File: src/rtl/ula_arbiter.sv
// Round-robin arbiter sharing one external combinational ula between two requesters.
// Optional unsigned-compare response outputs are enabled with `define ULA_ARBITER_CMP_EN.
module ula_arbiter #(
    parameter int ULA_BITS = 4
) (
    input  logic                clk,
    input  logic                rst_n,
    input  logic                req0_valid,
    output logic                req0_ready,
    input  logic [ULA_BITS-1:0] req0_a,
    input  logic [ULA_BITS-1:0] req0_b,
    input  logic [2:0]          req0_op,
    input  logic                req1_valid,
    output logic                req1_ready,
    input  logic [ULA_BITS-1:0] req1_a,
    input  logic [ULA_BITS-1:0] req1_b,
    input  logic [2:0]          req1_op,
    output logic                resp_valid,
    input  logic                resp_ready,
    output logic                resp_id,
    output logic [ULA_BITS-1:0] resp_result,
    output logic                resp_zero,
    output logic                resp_carry,
    output logic                resp_overflow,
    output logic                resp_negative,
`ifdef ULA_ARBITER_CMP_EN
    output logic                resp_hs,
    output logic                resp_ls,
    output logic                resp_hi,
    output logic                resp_lo,
`endif
    output logic [ULA_BITS-1:0] alu_a,
    output logic [ULA_BITS-1:0] alu_b,
    output logic [2:0]          alu_ctrl,
    input  logic [ULA_BITS-1:0] alu_result,
    input  logic                alu_zero,
    input  logic                alu_carry,
    input  logic                alu_overflow,
    input  logic                alu_negative
);

    typedef enum logic [1:0] {
        ST_IDLE,
        ST_EXEC,
        ST_RESP
    } state_t;

    state_t              state_q, state_d;
    logic                last_grant_q, last_grant_d;
    logic                id_q, id_d;
    logic [ULA_BITS-1:0] a_q, a_d;
    logic [ULA_BITS-1:0] b_q, b_d;
    logic [2:0]          op_q, op_d;
    logic [ULA_BITS-1:0] result_q, result_d;
    logic [3:0]          flags_q, flags_d;   // {zero, carry, overflow, negative}

    logic                have_req;
    logic                winner;
    logic                grant_en;

`ifdef ULA_ARBITER_CMP_EN
    logic [3:0]          cmp_q, cmp_d;       // {hs, ls, hi, lo}
`endif

    // Winner: the sole valid port, or on a tie the port that did not win last.
    assign have_req = req0_valid | req1_valid;
    assign winner   = (req0_valid && req1_valid) ? ~last_grant_q : req1_valid;
    // Ready is gated by rst_n so nothing is offered while reset is held.
    assign grant_en   = rst_n && (state_q == ST_IDLE) && have_req;
    assign req0_ready = grant_en && !winner;
    assign req1_ready = grant_en && winner;

    always_comb begin
        state_d      = state_q;
        last_grant_d = last_grant_q;
        id_d         = id_q;
        a_d          = a_q;
        b_d          = b_q;
        op_d         = op_q;
        result_d     = result_q;
        flags_d      = flags_q;
`ifdef ULA_ARBITER_CMP_EN
        cmp_d        = cmp_q;
`endif
        case (state_q)
            ST_IDLE: begin
                if (have_req) begin
                    last_grant_d = winner;
                    id_d         = winner;
                    a_d          = winner ? req1_a  : req0_a;
                    b_d          = winner ? req1_b  : req0_b;
                    op_d         = winner ? req1_op : req0_op;
                    state_d      = ST_EXEC;
                end
            end
            ST_EXEC: begin
                result_d = alu_result;
                flags_d  = {alu_zero, alu_carry, alu_overflow, alu_negative};
`ifdef ULA_ARBITER_CMP_EN
                cmp_d    = {alu_carry, ~alu_carry | alu_zero,
                            alu_carry & ~alu_zero, ~alu_carry};
`endif
                state_d  = ST_RESP;
            end
            ST_RESP: begin
                if (resp_ready) begin
                    state_d = ST_IDLE;
                end
            end
            default: state_d = ST_IDLE;
        endcase
    end

    always_ff @(posedge clk or negedge rst_n) begin
        if (!rst_n) begin
            state_q      <= ST_IDLE;
            last_grant_q <= 1'b1;
            id_q         <= 1'b0;
            a_q          <= '0;
            b_q          <= '0;
            op_q         <= '0;
            result_q     <= '0;
            flags_q      <= '0;
`ifdef ULA_ARBITER_CMP_EN
            cmp_q        <= '0;
`endif
        end else begin
            state_q      <= state_d;
            last_grant_q <= last_grant_d;
            id_q         <= id_d;
            a_q          <= a_d;
            b_q          <= b_d;
            op_q         <= op_d;
            result_q     <= result_d;
            flags_q      <= flags_d;
`ifdef ULA_ARBITER_CMP_EN
            cmp_q        <= cmp_d;
`endif
        end
    end

    assign alu_a         = a_q;
    assign alu_b         = b_q;
    assign alu_ctrl      = op_q;
    assign resp_valid    = (state_q == ST_RESP);
    assign resp_id       = id_q;
    assign resp_result   = result_q;
    assign resp_zero     = flags_q[3];
    assign resp_carry    = flags_q[2];
    assign resp_overflow = flags_q[1];
    assign resp_negative = flags_q[0];
`ifdef ULA_ARBITER_CMP_EN
    assign resp_hs       = cmp_q[3];
    assign resp_ls       = cmp_q[2];
    assign resp_hi       = cmp_q[1];
    assign resp_lo       = cmp_q[0];
`endif

endmodule

File: config.mk
export PLATFORM = sky130hd
export DESIGN_NAME = ula_arbiter
export DESIGN_NICKNAME = d
export VERILOG_FILES = /design/src/rtl/ula_arbiter.sv
export SDC_FILE = /design/constraint.sdc
export NUM_CORES = 1
export LEC_CHECK = 0
export BUFFER_PORTS_ARGS = -buffer_cell sky130_fd_sc_hd__buf_2
export CORE_MARGIN = 4
export CORE_UTILIZATION = 35
export DETAILED_ROUTE_END_ITERATION = 10
export PLACE_DENSITY = 0.7
export REMOVE_ABC_BUFFERS = 1
export SLEW_MARGIN = 20
export SYNTH_ARGS = -nofsm -noshare
export SYNTH_HDL_FRONTEND = slang
export SYNTH_SLANG_ARGS = --single-unit
File: constraint.sdc
create_clock -name clk -period 1.63 [get_ports clk]
set_input_delay 0.326 -clock clk [delete_from_list [all_inputs] [get_ports clk]]
set_output_delay 0.326 -clock clk [all_outputs]
set_load 0.005 [all_outputs]
==> results of run 1 <==
worst paths after layout:
path	start	to	slack (ns)	cells past startpoint
hold / removal	resp_ready	state_q[1]$_DFFE_PN0P_	0.17	2
hold reg to reg	resp_result[0]$_DFFE_PN0N_	resp_result[0]$_DFFE_PN0N_	0.52	1
min in group asynchronous	rst_n	resp_result[3]$_DFFE_PN0N_	0.51	3
max in group asynchronous	rst_n	alu_ctrl[0]$_DFFE_PN0P_	0.77	3
setup reg to reg	last_grant_q$_DFFE_PN1P_	alu_a[2]$_DFFE_PN0P_	-0.03	4
setup / recovery	last_grant_q$_DFFE_PN1P_	alu_a[2]$_DFFE_PN0P_	-0.03	4
synthesized netlist by cell type:
cell type	count	area [um^2]
a31oi_1	1	6.26
dfstp_2	1	26.3
nor4b_1	1	8.76
mux2_2	16	180
a21bo_4	1	16.3
buf_2	1	5.00
dfrtp_1	22	551
nand2b_1	2	12.5
o32ai_1	1	8.76
mux2_4	14	210
buf_8	1	15.0
nor2_1	1	3.75
buf_4	1	7.51
o21ai_0	1	5.00
inv_1	2	7.51
o21a_1	1	7.51
a21oi_1	1	5.00
and3_2	1	7.51
placed cells by master (no fill, tap or decap):
master         instances
o21ai_0                1
o21a_1                 1
dfrtp_1               22
nor4b_4                1
inv_1                  2
buf_4                 12
dfstp_2                1
buf_2                 56
a21bo_4                1
dlygate4sd3_1          2
mux2_2                16
nor2_2                 1
mux2_4                14
clkinv_2               1
and3_4                 1
nand2b_1               2
a31oi_1                1
o32ai_1                1
clkbuf_4               3
buf_6                  1
a21oi_1                1
cell type report:
| cell class | count | area, um^2 |
|---|---|---|
| Clock buffer | 3 | 22.5 |
| Clock inverter | 1 | 5.00 |
| Fill cell | 261 | 1310 |
| Inverter | 2 | 7.51 |
| Multi-Input combinational cell | 41 | 493 |
| Sequential cell | 23 | 577 |
| Tap cell | 31 | 38.8 |
| Timing Repair Buffer | 71 | 402 |
through the flow:
stage | worst slack [ns] | cell area (um^2) | power, mW | cells
floorplan | -0.0140 | 1060 | 1.71 | 66
global placement | 0.0999 | 1420 | 2.17 | 159
detailed placement | 0.0628 | 1420 | 2.21 | 159
CTS | -0.0358 | 1540 | 2.63 | 172
global route | -0.0923 | 1550 | 2.80 | 172
finish | -0.0275 | 1550 | 2.60 | 172
repair_timing:
| action | CTS | global route |
|---|---|---|
| pin swaps | 3 | 2 |
| hold buffers | 2 | 0 |
| gates cloned | 0 | 0 |
| gates resized for setup | 4 | 1 |
| hold endpoints to repair | 22 | 0 |
| setup endpoints to repair | 2 | 12 |
| buffers inserted | 7 | 0 |
per-layer routing:
metal  GRT usage  routed length [um]  up-vias
li1            -                   -      392
met1       0.146                 963      387
met2       0.239                1350       30
met3      0.0444                 206        4
met4      0.0566                  37        0
met5           0                   0        -
power groups by stage:
stage,clock (mW),combinational [mW],sequential [mW]
detailed placement,0,1.16,1.05
finish,0.272,1.30,1.03
global placement,0,1.13,1.03
floorplan,0,0.648,1.06
CTS,0.288,1.31,1.03
global route,0.315,1.41,1.08
worst max-delay path, cell delays in order, from the launching register on:
cell and delay [ns]:
dfstp_2 0.57, a21bo_4 0.17, buf_4 0.21, mux2_2 0.35
mux2_2 0.26
registers in the layout, summed over array words and instances, names as in the netlist:
register,count
alu_a,4
alu_b,4
flags_q,4
resp_result,4
alu_ctrl,3
state_q,2
last_grant_q,1
resp_id,1
cells by family after synthesis:
group           count (synthesis)  share of synthesized area
mux                            30                      0.360
flops                          23                      0.532
compound gates                  6                     0.0450
simple gates                    5                     0.0300
buf+inv                         5                     0.0323
==> results.tsv, run 1 <==
metric	value	unit
Worst Path Max Fanout	10	
H-tree depth	1	
initial antenna violation count	0	
Avg Cell Area, Syn	15.7	um^2
die area	4050	um^2
Final GP Congestion	0.657	
slack of the critical path	-0.0275	ns
core footprint	2850	um^2
largest net degree at the start of global routing	16	
Peak VDD IR	0.785	mV
fin crit period	1.66	ns
global-route wire length before repair	4250	um
Worst Path Arrival	1.87	ns
residual overflow from global routing	0	
diode count	0	
synthesized cell area	1080	um^2
sequential fraction of design power	0.396	
Final Util	0.542	
max-cap viol count	0	
port bufs	57	
Iter 0 DRT Violations	33	
final WL	2560	um
CP Data Required Time	1.85	ns
clk slew on worst S/H paths	0.13	ns
final hold viol count	0	
RSZ-0062 raised after global routing	true	
DRT antenna net count	0	
clk_lat worst skew	0.32	ns
drt drc	0	
final critical-path share of the clock period	1.02	
TritonCTS buffer count	3	
gr usage total	0.135	
initial core utilization	0.380	
vias	813	
violated checks	negative setup slack	
final setup skew	0.00472	ns
Clk pwr share	0.105	
Via-to-Cell Ratio	4.73	
max-slew violation count	0	
Net Sw Frac	0.315	
root buffer cell	clkbuf_4	
setup_tns	-0.136	ns
drt wl/cell	14.9	um
Final nets	177	
Switching Power	819	uW
Ys Warns	0	
Int Power	1.78	mW
Pre-antenna DRT Iters	3	
P&R area growth vs syn	42.6	%
# clock sinks	23	
sequential share of the synthesized area	0.532	
WHS	0.175	ns
pwr dens	1680	nW/um^2
Worst-Margin Slew	0.400	ns
leakage power	0.807	nW
Comb pwr share	0.500	
IO Count	58	
Post-Syn Instances	69	
Max Freq	603	MHz
kind of end point of the critical path	register	
FP Rows	19	
WS Path Type	register to register	
Synth cell types	18	
Slew HR	0.732	
vias in the first global route	944	
endpoints failing setup	6	
HPWL reported at the end of detailed placement	1950	um
layout cells sized above 1	0.766	
FF+latch count, synth	23	
CTS tree	done	
Die W	63.6	um
status	complete, but fails checks	
Worst Hold Class	input port to register	
die height	63.6	um
crit start category	register	
Max clock buf depth	2	
Note: power is estimated with default switching activity, not from simulation.
==> run 2, diff against run 1 <==
--- a/config.mk
+++ b/config.mk
@@ -10,7 +10,9 @@
 export CORE_UTILIZATION = 35
 export DETAILED_ROUTE_END_ITERATION = 10
 export PLACE_DENSITY = 0.7
+export RECOVER_POWER = 50
 export REMOVE_ABC_BUFFERS = 1
+export SKIP_CTS_REPAIR_TIMING = 1
 export SLEW_MARGIN = 20
 export SYNTH_ARGS = -nofsm -noshare
 export SYNTH_HDL_FRONTEND = slang
==> run 2 against run 1 <==
- the flow still finishes with violations (negative setup slack)
- global-route usage shrank 0.50 points
- clock power increased by 2%
- via count grew 4.1%
- cell area is 1.8% higher
- sequential share of layout area is 0.57 points lower
- final cell count up 1.7%
- core utilization increased by 0.96 points
- critical path type is now register to primary output
- critical endpoint is now req1_ready
==> results.tsv, run 2 (synthesis gave the netlist of run 1 again) <==
metric	value	unit
# clock sinks	23	
setup_tns	-0.260	ns
Switching Power	842	uW
FP Rows	19	
die height	63.6	um
Max clock buf depth	2	
CP endpoint	req1_ready	
WHS Path Cells	2	
endpoints failing setup	6	
H-tree depth	1	
reg2reg end	alu_a[2]$_DFFE_PN0P_	
Clk pwr share	0.105	
RSZ-0062 raised after global routing	true	
Max Freq	576	MHz
P&R area growth vs syn	45.2	%
gr usage total	0.130	
crit start category	register	
Worst Path Max Fanout	8	
Worst path slowest cell	dfstp_2	
beginning of the critical path	last_grant_q$_DFFE_PN1P_	
vias in the first global route	907	
initial antenna violation count	0	
max-cap viol count	0	
kind of end point of the critical path	primary output	
final WL	2600	um
slack of the critical path	-0.107	ns
flop2flop setup slack	-0.02	ns
most common cell after layout, fill and taps aside	buf_2	
CP cell instances	a21bo_4 > nor4b_4 > buf_2	
core footprint	2850	um^2
final hold viol count	0	
TritonCTS buffer count	3	
global-route wire length before repair	4090	um
CP Data Required Time	1.30	ns
WHS	0.168	ns
Worst-Margin Slew	0.784	ns
fill count	261	
clk slew on worst S/H paths	0.14	ns
Comb pwr share	0.495	
vias	846	
violated checks	negative setup slack	
pwr dens	1680	nW/um^2
most frequent cells in the layout	buf_2, dfrtp_1, mux2_2	
Iter 0 DRT Violations	18	
Via-to-Cell Ratio	4.83	
Reg2Reg Launch Point	last_grant_q$_DFFE_PN1P_	
initial core utilization	0.380	
HPWL reported at the end of detailed placement	1950	um
Worst path max stage delay	0.41	ns
drt drc	0	
port bufs	57	
Int Power	1.80	mW
CTS tree	done	
WS Path Type	register to primary output	
status	complete, but fails checks	
drt wl/cell	14.9	um
Worst Path Arrival	1.41	ns
final critical-path share of the clock period	1.07	
Final nets	180	
R2R cell count	4	
diode count	0	
sequential fraction of design power	0.400	
kind of cell adding the most delay to the critical path	flip-flops	
Slew HR	0.477	
leakage power	0.815	nW
final setup skew	0.00972	ns
residual overflow from global routing	0	
largest net degree at the start of global routing	16	
IO Count	58	
fin crit period	1.74	ns
Crit path buffers/inverters	1	
root buffer cell	clkbuf_4	
Die W	63.6	um
Worst Hold Class	input port to register	
die area	4050	um^2
Pre-antenna DRT Iters	3	
layout cells sized above 1	0.764	
Net Sw Frac	0.318	
DRT antenna net count	0	
CP Depth	3	
Final GP Congestion	0.657	
clk_lat worst skew	0.32	ns
Peak VDD IR	0.781	mV
max-slew violation count	0	
[run 2: cell types whose count changed in the layout (fill, tap and decap cells not counted)]
cell      before  now
nor2_2         1    0
clkbuf_4       3    4
nand2b_4       0    1
dfrtp_1       22   21
nand2b_1       2    1
clkbuf_1       0    3
dfrtp_2        0    1
nor2_4         0    1
buf_2         56   55
[run 2: final cells by class]
| cell class | instances | area [um^2] | area share |
|---|---|---|---|
| Clock buffer | 3 | 22.5 | 0.0143 |
| Inverter | 2 | 7.51 | 0.00477 |
| Timing Repair Buffer | 74 | 415 | 0.264 |
| Sequential cell | 23 | 578 | 0.368 |
| Tap cell | 31 | 38.8 | 0.0247 |
| Clock inverter | 1 | 5.00 | 0.00318 |
| Multi-Input combinational cell | 41 | 505 | 0.321 |
[run 2: per-stage QoR]
| stage | instances | total power [mW] | setup slack [ns] | util | cell area [um^2] |
|---|---|---|---|---|---|
| 2_1_floorplan | 66 | 1.71 | -0.0140 | - | 1060 |
| 3_3_place_gp | 159 | 2.17 | 0.0999 | 0.497 | 1420 |
| 3_5_place_dp | 159 | 2.21 | 0.0628 | 0.497 | 1420 |
| 4_1_cts | 163 | 2.49 | -0.223 | 0.507 | 1450 |
| 5_1_grt | 175 | 2.84 | -0.181 | 0.551 | 1570 |
| 6_report | 175 | 2.65 | -0.107 | 0.551 | 1570 |
[run 2: power groups by stage]
| stage | clock network (mW) | logic, mW | registers [mW] |
|---|---|---|---|
| 3_5_place_dp | 0 | 1.16 | 1.05 |
| 3_3_place_gp | 0 | 1.13 | 1.03 |
| 4_1_cts | 0.288 | 1.16 | 1.05 |
| 5_1_grt | 0.321 | 1.42 | 1.10 |
| 6_report | 0.277 | 1.31 | 1.06 |
| 2_1_floorplan | 0 | 0.648 | 1.06 |
[run 2: worst reg2reg max path: stages (launching register included)]
cell and delay (ns):
dfstp_2 0.58, a21bo_4 0.19, buf_4 0.18, mux2_2 0.33, mux2_2 0.26
[run 2: worst min-delay path by stage]
stage | startpoint | to | slack, ns
final | resp_ready | state_q[1]$_DFFE_PN0P_ | 0.17
after global routing | resp_ready | state_q[1]$_DFFE_PN0P_ | 0.16
after CTS | rst_n | alu_b[1]$_DFFE_PN0P_ | -0.08
after detailed placement | rst_n | alu_b[1]$_DFFE_PN0P_ | 0.28
after global placement | rst_n | alu_b[1]$_DFFE_PN0P_ | 0.28
after floorplan | rst_n | alu_a[0]$_DFFE_PN0P_ | 0.03
[run 2: layer usage]
metal / global-route usage / wire (um)
met5: 0 / 0
met4: 0.0566 / 37
met3: 0.0444 / 202
met2: 0.231 / 1420
met1: 0.137 / 941
